<file path="config.mk">
export PLATFORM = sky130hd
export DESIGN_NAME = enc_pwm_mixer_flat
export DESIGN_NICKNAME = d
export VERILOG_FILES = /design/src/rtl/enc_pwm_mixer_if.sv /design/src/rtl/enc_pwm_mixer.sv /design/src/flat_wrapper.sv
export SDC_FILE = /design/constraint.sdc
export NUM_CORES = 1
export LEC_CHECK = 0
export CAP_MARGIN = 10
export CORE_MARGIN = 2
export CORE_UTILIZATION = 45
export CTS_CLUSTER_SIZE = 30
export DETAILED_ROUTE_END_ITERATION = 6
export PLACE_DENSITY = 0.71
export SYNTH_ARGS = -nofsm -noshare
export SYNTH_HDL_FRONTEND = slang
export SYNTH_SLANG_ARGS = --single-unit
</file>
<file path="constraint.sdc">
create_clock -name clk -period 1.8 [get_ports clk]
set_input_delay 0.36 -clock clk [delete_from_list [all_inputs] [get_ports clk]]
set_output_delay 0.36 -clock clk [all_outputs]
set_load 0.02 [all_outputs]
</file>
<file path="src/rtl/enc_pwm_mixer_if.sv">
// Pad/control-side bundle of the encoder/PWM mixer: encoder phases and mode in,
// PWM, period sync, levels and pad enables out.
interface enc_pwm_mixer_if #(
  parameter int NUM_CH = 3,
  parameter int WIDTH  = 8
);
  logic [NUM_CH-1:0]       enc_a;
  logic [NUM_CH-1:0]       enc_b;
  logic                    saturate;
  logic [NUM_CH-1:0]       pwm_out;
  logic                    sync;
  logic [NUM_CH*WIDTH-1:0] level;
  logic [NUM_CH:0]         io_oeb;

  modport master (
    output enc_a, enc_b, saturate,
    input  pwm_out, sync, level, io_oeb
  );

  modport slave (
    input  enc_a, enc_b, saturate,
    output pwm_out, sync, level, io_oeb
  );
endinterface

</file>
<file path="src/rtl/enc_pwm_mixer.sv">
// NUM_CH quadrature encoders, each debounced and accumulated into a WIDTH-bit level
// that drives a glitch-free PWM channel sharing one period counter and sync strobe.
module enc_pwm_mixer #(
  parameter int NUM_CH  = 3,
  parameter int WIDTH   = 8,
  parameter int STEP    = 1,
  parameter int DEB_DIV = 64
) (
  input logic           clk,
  input logic           reset,
  enc_pwm_mixer_if.slave bus
);
  localparam int PW = (DEB_DIV > 1) ? $clog2(DEB_DIV) : 1;
  localparam logic [PW-1:0]    PRESC_LAST = PW'(DEB_DIV - 1);
  localparam logic [WIDTH-1:0] PC_LAST    = {{(WIDTH-1){1'b1}}, 1'b0};
  localparam logic [WIDTH:0]   STEP_X     = (WIDTH+1)'(STEP);

  logic [PW-1:0]     presc;
  logic              tick;
  logic [NUM_CH-1:0] a_meta, a_sync, b_meta, b_sync;
  logic [NUM_CH-1:0] hist_a, hist_b, deb_a, deb_b, deb_a_d;
  logic [NUM_CH-1:0] inc_ev, dec_ev;
  logic [WIDTH-1:0]  pc;
  logic              sync_q;

  assign tick = (presc == PRESC_LAST);

  // A debounced value only replaces deb once two consecutive ticks agree on it.
  always_ff @(posedge clk) begin
    if (reset) begin
      presc   <= '0;
      a_meta  <= '0;
      a_sync  <= '0;
      b_meta  <= '0;
      b_sync  <= '0;
      hist_a  <= '0;
      hist_b  <= '0;
      deb_a   <= '0;
      deb_b   <= '0;
      deb_a_d <= '0;
      inc_ev  <= '0;
      dec_ev  <= '0;
    end else begin
      presc   <= tick ? '0 : presc + 1'b1;
      a_meta  <= bus.enc_a;
      a_sync  <= a_meta;
      b_meta  <= bus.enc_b;
      b_sync  <= b_meta;
      if (tick) begin
        hist_a <= a_sync;
        hist_b <= b_sync;
        deb_a  <= (~(a_sync ^ hist_a) & a_sync) | ((a_sync ^ hist_a) & deb_a);
        deb_b  <= (~(b_sync ^ hist_b) & b_sync) | ((b_sync ^ hist_b) & deb_b);
      end
      deb_a_d <= deb_a;
      inc_ev  <= deb_a & ~deb_a_d & ~deb_b;
      dec_ev  <= deb_a & ~deb_a_d & deb_b;
    end
  end

  always_ff @(posedge clk) begin
    if (reset) begin
      pc     <= '0;
      sync_q <= 1'b0;
    end else begin
      pc     <= (pc == PC_LAST) ? '0 : pc + 1'b1;
      sync_q <= (pc == '0);
    end
  end

  for (genvar i = 0; i < NUM_CH; i++) begin : g_ch
    logic [WIDTH-1:0] lvl;
    logic [WIDTH-1:0] duty;
    logic             pwm_q;
    logic [WIDTH:0]   sum;
    logic [WIDTH:0]   dif;

    assign sum = {1'b0, lvl} + STEP_X;
    assign dif = {1'b0, lvl} - STEP_X;

    // The carry/borrow bit of the widened result tells saturate mode when to clamp.
    always_ff @(posedge clk) begin
      if (reset) begin
        lvl   <= '0;
        duty  <= '0;
        pwm_q <= 1'b0;
      end else begin
        if (inc_ev[i])
          lvl <= (bus.saturate && sum[WIDTH]) ? '1 : sum[WIDTH-1:0];
        else if (dec_ev[i])
          lvl <= (bus.saturate && dif[WIDTH]) ? '0 : dif[WIDTH-1:0];
        if (pc == PC_LAST)
          duty <= lvl;
        pwm_q <= (pc < duty);
      end
    end

    assign bus.level[i*WIDTH +: WIDTH] = lvl;
    assign bus.pwm_out[i]              = pwm_q;
  end

  assign bus.sync   = sync_q;
  assign bus.io_oeb = '0;
endmodule
</file>
<file path="src/flat_wrapper.sv">
// flat-port wrapper written by rule: the top's interface ports become plain ports
module enc_pwm_mixer_flat 
#(
  parameter int NUM_CH  = 3,
  parameter int WIDTH   = 8,
  parameter int STEP    = 1,
  parameter int DEB_DIV = 64
)
  (clk, reset, bus_enc_a, bus_enc_b, bus_saturate, bus_pwm_out, bus_sync, bus_level, bus_io_oeb);
  enc_pwm_mixer_if #(.NUM_CH(NUM_CH), .WIDTH(WIDTH)) bus_i ();
  input logic clk;
  input logic reset;
  input wire logic [$bits(bus_i.enc_a)-1:0] bus_enc_a;
  input wire logic [$bits(bus_i.enc_b)-1:0] bus_enc_b;
  input wire logic [$bits(bus_i.saturate)-1:0] bus_saturate;
  output wire logic [$bits(bus_i.pwm_out)-1:0] bus_pwm_out;
  output wire logic [$bits(bus_i.sync)-1:0] bus_sync;
  output wire logic [$bits(bus_i.level)-1:0] bus_level;
  output wire logic [$bits(bus_i.io_oeb)-1:0] bus_io_oeb;
  assign bus_i.enc_a = bus_enc_a;
  assign bus_i.enc_b = bus_enc_b;
  assign bus_i.saturate = bus_saturate;
  assign bus_pwm_out = bus_i.pwm_out;
  assign bus_sync = bus_i.sync;
  assign bus_level = bus_i.level;
  assign bus_io_oeb = bus_i.io_oeb;
  enc_pwm_mixer #(.NUM_CH(NUM_CH), .WIDTH(WIDTH), .STEP(STEP), .DEB_DIV(DEB_DIV)) u_core (.clk(clk), .reset(reset), .bus(bus_i));
endmodule
</file>
* Word-level counts from Yosys, hierarchy flattened
Cells that the tools add are included.
** Cells by class
- Order comparisons :: 3
- Equal/unequal tests :: 2
- Reduce and logical (&&, ||, !) cells :: 12
- Add/subtract/negate cells :: 8
- Mux-type cells :: 12
- Bitwise gates (word level) :: 15
** Operators with widths (number)
- $mux W8 :: 12
- $add A8 B1 Y9 const B :: 3
- $sub A8 B1 Y9 const B :: 3
- $lt A8 B8 Y1 :: 3
- $and A3 B3 Y3 :: 7
- $not A3 Y3 :: 4
- $add A8 B1 Y8 const B :: 1
- $eq A8 B8 Y1 const B :: 1
- $logic_not A8 Y1 :: 1
- $add A6 B1 Y6 const B :: 1
- $eq A6 B6 Y1 const B :: 1
- $logic_and A1 B1 Y1 :: 6
- $or A3 B3 Y3 :: 2
- $reduce_bool A2 Y1 :: 3
- $xor A3 B3 Y3 :: 2
- $reduce_or A2 Y1 :: 2
** Storage, ports and cells
- Register bits after elaboration :: 99
- Input port bits :: 9
- Output and inout port bits :: 32

* Longest topological paths before layout
Gate-level depths: netlist (run 1).
- Depth after elaboration :: 5
- Depth in mapped cells :: 7

* Worst setup path before layout (run 1)
OpenSTA, ideal clock, no wires.
- Kind :: register to register
- From :: reg u_core.g_ch[1].lvl[3]
- To :: reg u_core.g_ch[1].lvl[0]
- Cell stages (with the launch flop) :: 7
- Setup time :: 0.133 ns
- Arrival :: 1.877 ns
- Data required time :: 1.667 ns
- Period minus slack after synthesis :: 2.010 ns
- Slack :: -0.210 ns
- Cells stage by stage :: dfxtp_1 clkbuf_1 or4_1 nor3_1 nand2_1 a211oi_1 a211oi_1
** On the way
- Cells in the longest elaborated chain, start to end :: 5
- Elaborated cells on any way between the ends :: 8
** RTL lines
- from (decl) :: RTL line enc_pwm_mixer.sv:72 : logic [WIDTH-1:0] lvl;
- from (signal assigned) :: RTL line enc_pwm_mixer.sv:89 : lvl <= (bus.saturate && sum[WIDTH]) ? '1 : sum[WIDTH-1:0];
- from (signal assigned) :: RTL line enc_pwm_mixer.sv:91 : lvl <= (bus.saturate && dif[WIDTH]) ? '0 : dif[WIDTH-1:0];
- $sub A8 B1 Y9 :: RTL line enc_pwm_mixer.sv:79 : assign dif = {1'b0, lvl} - STEP_X;
- $logic_and A1 B1 Y1 :: RTL line enc_pwm_mixer.sv:91
- $mux W8 :: RTL line enc_pwm_mixer.sv:91
- $mux W8 :: RTL line enc_pwm_mixer.sv:90 : else if (dec_ev[i])
- $mux W8 (*) :: RTL line enc_pwm_mixer.sv:88 : if (inc_ev[i])
Every way passes the cells marked *; elsewhere a longest branch is shown, timed or not. The select of a mux whose other input is x is not followed.
A chain may end at the register's enable or synchronous reset.

* Worst setup path after layout (run 1)
- From :: reg u_core.g_ch[2].lvl[2]
- To :: reg u_core.g_ch[2].lvl[7]
** On the way
- Cells in the longest elaborated chain, start to end :: 5
- Elaborated cells on any way between the ends :: 8
** RTL lines (RTL line)
- from (decl) :: enc_pwm_mixer.sv:72
- from (signal assigned) :: enc_pwm_mixer.sv:89
- from (signal assigned) :: enc_pwm_mixer.sv:91
- $sub A8 B1 Y9 :: enc_pwm_mixer.sv:79
- $logic_and A1 B1 Y1 :: enc_pwm_mixer.sv:91
- $mux W8 :: enc_pwm_mixer.sv:91
- $mux W8 :: enc_pwm_mixer.sv:90
- $mux W8 (*) :: enc_pwm_mixer.sv:88
Marked as above.

==> results of run 1 <==
==> sequential cells by signal (all words and copies together), names as in the netlist, named ones only <==
register           flops
u_core.deb_a_d         3
u_core.pc              8
u_core.dec_ev          3
u_core.g_ch.pwm_q      3
u_core.hist_b          3
u_core.hist_a          3
u_core.a_sync          3
u_core.b_sync          3
u_core.bus.sync        1
u_core.g_ch.duty      24
u_core.b_meta          3
u_core.a_meta          3
u_core.g_ch.lvl       24
u_core.inc_ev          3
u_core.presc           6
==> critical path, delay by kind of cell, from the launching register on <==
kind | cells | cell delay, ns
AND/OR/NAND/NOR | 2 | 1.01
AO/OA/AOI/OAI | 3 | 0.44
flip-flops | 1 | 0.32
==> cells by family (layout without fill, tap and decap cells) <==
kind of cell / count (synthesis) / after routing / synth area share (%)
simple gates: 235 / 235 / 23.3
other cells: 1 / 4 / 0.0748
fa+ha+maj: 31 / 31 / 7.74
mux: 6 / 6 / 1.20
compound gates: 147 / 147 / 18.8
xor+xnor: 14 / 14 / 2.45
buf+inv: 81 / 136 / 6.81
flops: 99 / 99 / 39.5
==> synth_stat cells (all sizes together), types with 4 or more instances <==
master	instances
dfxtp	99
nand2	93
a21oi	53
clkbuf	35
inv	35
nor2	32
ha	31
nand3	23
o21ai	21
nor2b	17
a211oi	13
a21o	12
and3	12
buf	11
nor3	10
a31oi	9
xor2	8
mux2i	6
nand2b	6
nor3b	6
nor4	6
xnor2	6
a311oi	5
nand4	5
or4	5
or2	4
or3	4
==> routing by layer <==
layer / global-route usage (%) / part of all wire (%)
met3: 4.62 / 5.1
met5: 0 / 0
met2: 34.1 / 48
met1: 25.3 / 46
met4: 6.69 / 1.4
==> worst max-delay path by stage <==
stage | slack, ns | cells after the start | endpoint | start
6_report | -0.05 | 5 | u_core.g_ch[2].lvl[7]$_SDFFE_PP0P_ | u_core.g_ch[2].lvl[2]$_SDFFE_PP0P_
5_1_grt | -0.12 | 5 | u_core.g_ch[2].lvl[7]$_SDFFE_PP0P_ | u_core.g_ch[2].lvl[2]$_SDFFE_PP0P_
4_1_cts | -0.05 | 5 | u_core.g_ch[2].lvl[7]$_SDFFE_PP0P_ | u_core.g_ch[2].lvl[2]$_SDFFE_PP0P_
3_5_place_dp | -0.22 | 6 | u_core.g_ch[0].lvl[1]$_SDFFE_PP0P_ | bus_saturate
3_3_place_gp | -0.18 | 8 | u_core.g_ch[2].lvl[5]$_SDFFE_PP0P_ | bus_saturate
2_1_floorplan | -0.09 | 6 | u_core.g_ch[2].lvl[7]$_SDFFE_PP0P_ | u_core.g_ch[2].lvl[4]$_SDFFE_PP0P_
==> through the flow <==
stage	power, mW	instance area [um^2]	instances	util [%]	hold WS [ns]
floorplan	2.44	5050	617	-	0.389
global placement	2.51	5770	797	53.2	0.395
detailed placement	2.52	5770	797	53.2	0.402
CTS	4.10	5970	812	55.1	0.415
global route	4.20	6010	812	55.4	0.437
finish	4.05	6010	812	55.4	0.415
==> power by group <==
part | leakage [nW] | internal, mW | total [mW] | switching (mW)
logic | 1.55 | 0.110 | 0.230 | 0.120
registers | 0.805 | 2.22 | 2.24 | 0.0204
clock network | 0.109 | 0.823 | 1.58 | 0.762
total | 2.47 | 3.15 | 4.05 | 0.902
==> area by class of cell <==
class / count / area, um^2
Fill cell: 986 / 4830
Multi-Input combinational cell: 437 / 2750
Sequential cell: 99 / 1990
Timing Repair Buffer: 86 / 733
Tap cell: 140 / 175
Clock buffer: 10 / 138
Inverter: 35 / 131
Clock inverter: 5 / 85.1
==> placed cells by master (no fill, tap or decap), types with 4 or more instances in the layout <==
cell | Yosys | routed
a31oi_1 | 9 | 9
conb_1 | 1 | 4
nor2_1 | 32 | 32
buf_4 | 7 | 48
nor3b_1 | 6 | 6
nor3_1 | 10 | 9
clkbuf_8 | 0 | 10
xor2_1 | 8 | 8
o21ai_0 | 21 | 21
nand2b_1 | 6 | 6
ha_1 | 31 | 30
or3_1 | 4 | 4
xnor2_1 | 6 | 6
and3_1 | 11 | 10
a21o_1 | 12 | 12
a311oi_1 | 5 | 4
dlygate4sd2_1 | 0 | 22
inv_1 | 35 | 35
a211oi_1 | 13 | 12
nor4_1 | 6 | 5
a21oi_1 | 53 | 53
mux2i_1 | 6 | 6
nand3_1 | 23 | 22
or2_2 | 4 | 4
clkdlybuf4s50_1 | 0 | 11
nand4_1 | 5 | 5
nor2b_1 | 17 | 16
nand2_1 | 93 | 93
dfxtp_1 | 99 | 94
==> timing repair <==
item	4_1_cts	5_1_grt
endpoints found under the setup margin	23	16
pin swaps	0	1
resized for setup	26	11
==> out/qor.txt, run 1 <==
Status = finished with violations
Violated checks = negative setup slack
P&R area growth vs syn = 19.8%
Synth top area share = 39.5%
Setup violators final = 1
Clock Pin Slew Worst Setup and Hold Paths = 0.09 ns
NumNets Final = 708
Die height = 110 um
Drt wl/cell = 14.1 um
Reg-to-Reg Start = u_core.g_ch[2].lvl[2]$_SDFFE_PP0P_
Yosys top cell by area = dfxtp_1
Clk_lat worst skew = 0.36 ns
Worst Hold Class = reg2reg
Highest Clock Rate = 0.541 GHz
Post-Synthesis Cells = 614
Initial antenna violation count = 0
Min Tclk post-route = 1.85 ns
Starting density of the core = 46.2%
Setup TNS = -0.0481 ns
Flop and latch count out of synthesis = 99
R2r endpoint = u_core.g_ch[2].lvl[7]$_SDFFE_PP0P_
P per Cell Area = 675 nW/um^2
Max IR drop VDD = 0.543 mV
Hold Path Stages = 1
TritonCTS clock tree = done
WHS Endpoint = u_core.inc_ev[2]$_SDFF_PP0_
Core Rows = 38
Core ar. = 10800 um^2
1st-pass router iterations = 5
Async SR Flop Fraction = 0%
Crit path largest cell delay = 0.57 ns
Placer Congestion = 0.880
Chip Width = 110 um
Slew Limit Fails = 0
Type of the worst setup path = reg2reg
Synth warn = 0
Vias = 4540
# hold bufs at CTS = 0
Clock Root Buffer = clkbuf_8
Max Cap Viol = 0
Vias in the first global route = 4288
Cell variety after synth = 61
Final ANT Viol Nets = 0
Pin count of the biggest net entering global routing = 27
Startpoint Class = flip-flop
Average size of a mapped cell = 8.16 um^2
Final Hold Viols = 0
Top_reg_cell synth = dfxtp_1
Post-CTS setup buffer count = 0
IO Count = 41
Setup ws final = -0.0481 ns
Share of layout cells above drive strength 1 = 13.2%
Pleak = 2.47 nW
EDFF count, synth = 0
Final Cycle Share = 103%
Crit path DAT = 2.13 ns
Routed vias/inst = 5.59
Slew @ Worst Pin = 0.533 ns
Mapped cell area = 5010 um^2
CTS sink cnt = 99
WL final = 11.4 mm
Port bufs = 36
DRC = 0
Cts bufs inserted = 9
Critical path endpoint category = flip-flop
R2R Setup Slk = -0.05 ns
Max-slew headroom = 64.4%
Gr usage total = 20.2%
Max Root-Sink Buffers = 2
Reg2Reg Depth = 5
Hpwl dp = 8.19 mm
Hold path start = u_core.deb_a_d[2]$_SDFF_PP0_
Placement Setup Slack = -0.221 ns
First-pass GRT wire length = 19.5 mm
RSZ-0062 raised after global routing = yes
H-tree depth = 3
Gr ovfl total = 0
Die area = 12000 um^2
Worst Path Max Fanout = 3
Sequential fraction of the synthesis area = 39.5%
DRT iter0 DRCs = 421
CP required = 2.08 ns
CP cell instances = or4_4 -> or4_4 -> a311oi_2 -> a211oi_1 -> a211oi_1
Clk_skew = 0.00474 ns
CP max-delay cell = or4_4
Area contributors post-synth = dfxtp_1 40%, ha_1 7.7%, nand2_1 7.0%
Ant diodes = 0
(Power assumes the default switching activity.)
==> run 2: changes to the inputs <==
--- a/config.mk
+++ b/config.mk
@@ -8,6 +8,7 @@
 export CAP_MARGIN = 10
 export CORE_MARGIN = 2
 export CORE_UTILIZATION = 45
+export CTS_CLUSTER_DIAMETER = 30
 export CTS_CLUSTER_SIZE = 30
 export DETAILED_ROUTE_END_ITERATION = 6
 export PLACE_DENSITY = 0.71
==> constraint.sdc (replaced) <==
create_clock -name clk -period 1.8 [get_ports clk]
set_input_delay 0.18 -clock clk [delete_from_list [all_inputs] [get_ports clk]]
set_output_delay 0.18 -clock clk [all_outputs]
set_load 0.02 [all_outputs]
==> run 2 against run 1 <==
Net effect: the run still ends with negative setup slack left; clock power hardly changed; worst hold slack worse by 0.095 ns; sequential cell count stayed put; register-to-register slack worse by 0.03 ns; die area stayed put; fmax is 1.7% lower; core utilization is 0.28 points higher; routed wire length is 2.5% higher; final area is 0.50% higher; sequential share of layout area is 0.082 points lower; count of clock-buffer cells in the layout is 2 higher; via count is 1.0% lower.
==> out/qor.txt, run 2 (synthesis gave the netlist of run 1 again) <==
Initial antenna violation count = 0 (unchanged)
First-pass GRT wire length = 19.7 mm (+1.2%)
RSZ-0062 raised after global routing = yes
Placed insts = 795 (-0.25%)
Clk_skew = 0.0140 ns (+0.00925 ns)
Final Cycle Share = 104% (+1.8 points)
CTS sink cnt = 99 (unchanged)
Starting density of the core = 46.2% (unchanged)
Crit path DAT = 2.18 ns (+0.05 ns)
Vias in the first global route = 4217 (-1.7%)
DRT iter0 DRCs = 401 (-4.8%)
Max IR drop VDD = 0.669 mV (+23%)
CP max-delay cell = or4_4
Gr ovfl total = 0 (unchanged)
CP cell instances = or4_4 -> or4_4 -> a311oi_2 -> a211oi_1 -> a211oi_1
Final Hold Viols = 0 (unchanged)
Clock Root Buffer = clkbuf_8
Slew Limit Fails = 0 (unchanged)
Violated checks = negative setup slack
Highest Clock Rate = 0.532 GHz (-1.7%)
Ant diodes = 0 (unchanged)
1st-pass router iterations = 5 (unchanged)
Die height = 110 um (unchanged)
DRC = 0 (unchanged)
IO Count = 41 (unchanged)
Gr usage total = 20.7% (+0.53 points)
Vias = 4494 (-1.0%)
Chip Width = 110 um (unchanged)
CP required = 2.10 ns (+0.02 ns)
Placer Congestion = 0.890 (+1.1%)
NumNets Final = 706 (-0.28%)
H-tree depth = 3 (unchanged)
Max Cap Viol = 0 (unchanged)
Setup TNS = -0.0809 ns (-0.0328 ns)
Hpwl dp = 8.40 mm (+2.6%)
Type of the worst setup path = reg2reg
Routed vias/inst = 5.54 (-0.89%)
P per Cell Area = 666 nW/um^2 (-1.3%)
WL final = 11.7 mm (+2.5%)
Die area = 12000 um^2 (unchanged)
Max Root-Sink Buffers = 2 (unchanged)
Worst Path Max Fanout = 3 (unchanged)
Commonest non-fill, non-tap cell in the layout = nand2_1
Pin count of the biggest net entering global routing = 38 (+41%)
Finished Layout Cells = 811 (-0.12%)
Core Rows = 38 (unchanged)
Biggest regs = u_core.g_ch.duty x24, u_core.g_ch.lvl x24, u_core.pc x8
Max-slew headroom = 53.4% (-11 points)
Drt wl/cell = 14.5 um (+2.6%)
Commonest cells after routing, fill and taps aside = 93 x nand2_1, 88 x dfxtp_1, 53 x a21oi_1
Critical path endpoint category = flip-flop
Clk_lat worst skew = 0.38 ns (+0.02 ns)
TritonCTS clock tree = done
Setup violators final = 1 (unchanged)
Min Tclk post-route = 1.88 ns (+0.0328 ns)
Slew @ Worst Pin = 0.699 ns (+0.166 ns)
Startpoint Class = flip-flop
Placement Setup Slack = -0.115 ns (+0.106 ns)
Share of layout cells above drive strength 1 = 14.2% (+0.91 points)
Port bufs = 36 (unchanged)
Crit path largest cell delay = 0.56 ns (about the same)
Worst Hold Class = in2reg
Clock Pin Slew Worst Setup and Hold Paths = 0.10 ns (about the same)
Core ar. = 10800 um^2 (unchanged)
Pleak = 2.38 nW (-3.5%)
Final ANT Viol Nets = 0 (unchanged)
P&R area growth vs syn = 20.4%
Setup ws final = -0.0809 ns (-0.0328 ns)
Cts bufs inserted = 9 (unchanged)
Status = finished with violations
[run 2: cell types whose count changed in the layout (fill, tap and decap cells not counted), sizes merged]
cell,previous run,this run
buf,51,49
dlymetal6s2s,2,3
clkinv,0,2
inv,37,36
clkinvlp,1,0
dlygate4sd2,22,0
clkdlybuf4s50,11,32
clkbuf,10,12
bufinv,2,1
[run 2: per-layer routing]
layer  global-route usage [%]  vias to the layer above  share of wire, %
met2                     34.6                      118                48
met1                     25.7                     2109                45
li1                         -                     2248                 -
met4                     7.32                        0               1.8
met5                        0                        -                 0
met3                     5.39                       19               4.7
[run 2: layout make-up]
cell class	count	area (um^2)
sequential	99	2000
clock buffer	12	165
multi-input combinational	437	2780
fill	1001	4800
inverter	35	131
tap	140	175
clock inverter	4	56.3
timing repair buffer	84	736
[run 2: worst paths after layout]
check | cells after the start | slack (ns) | to | startpoint
worst max register to register | 5 | -0.08 | u_core.g_ch[2].lvl[7]$_SDFFE_PP0P_ | u_core.g_ch[2].lvl[2]$_SDFFE_PP0P_
worst min-delay path | 2 | 0.32 | u_core.presc[4]$_SDFF_PP0_ | reset
worst min register to register | 1 | 0.41 | u_core.inc_ev[1]$_SDFF_PP0_ | u_core.deb_a_d[1]$_SDFF_PP0_
worst max-delay path | 5 | -0.08 | u_core.g_ch[2].lvl[7]$_SDFFE_PP0P_ | u_core.g_ch[2].lvl[2]$_SDFFE_PP0P_
[run 2: per-stage QoR]
step                      power [mW]  utilization (%)  hold slack (ns)  instance area [um^2]
after floorplan                 2.44                -            0.308                  5050
after global placement          2.51             53.0            0.396                  5740
after detailed placement        2.52             53.0            0.398                  5740
after CTS                       4.06             55.1            0.323                  5970
after global routing            4.18             55.7            0.341                  6040
final                           4.02             55.7            0.320                  6040
[run 2: repair_timing]
action,4_1_cts,5_1_grt
setup endpoints to repair,2,24
buffers inserted,0,0
pin swaps,0,1
hold buffers,0,0
gates resized for setup,2,22
[run 2: critical path, delay by kind of cell, from the launching register on]
family           cells  cell delay (ns)
AND/OR/NAND/NOR      2             1.01
AO/OA/AOI/OAI        3             0.46
flip-flops           1             0.33
[run 2: report_power, final]
| part | internal [mW] | switching (mW) | leakage (nW) |
|---|---|---|---|
| Clock | 0.766 | 0.784 | 0.113 |
| Sequential | 2.22 | 0.0186 | 0.808 |
| Combinational | 0.108 | 0.125 | 1.46 |
| Total | 3.09 | 0.927 | 2.38 |
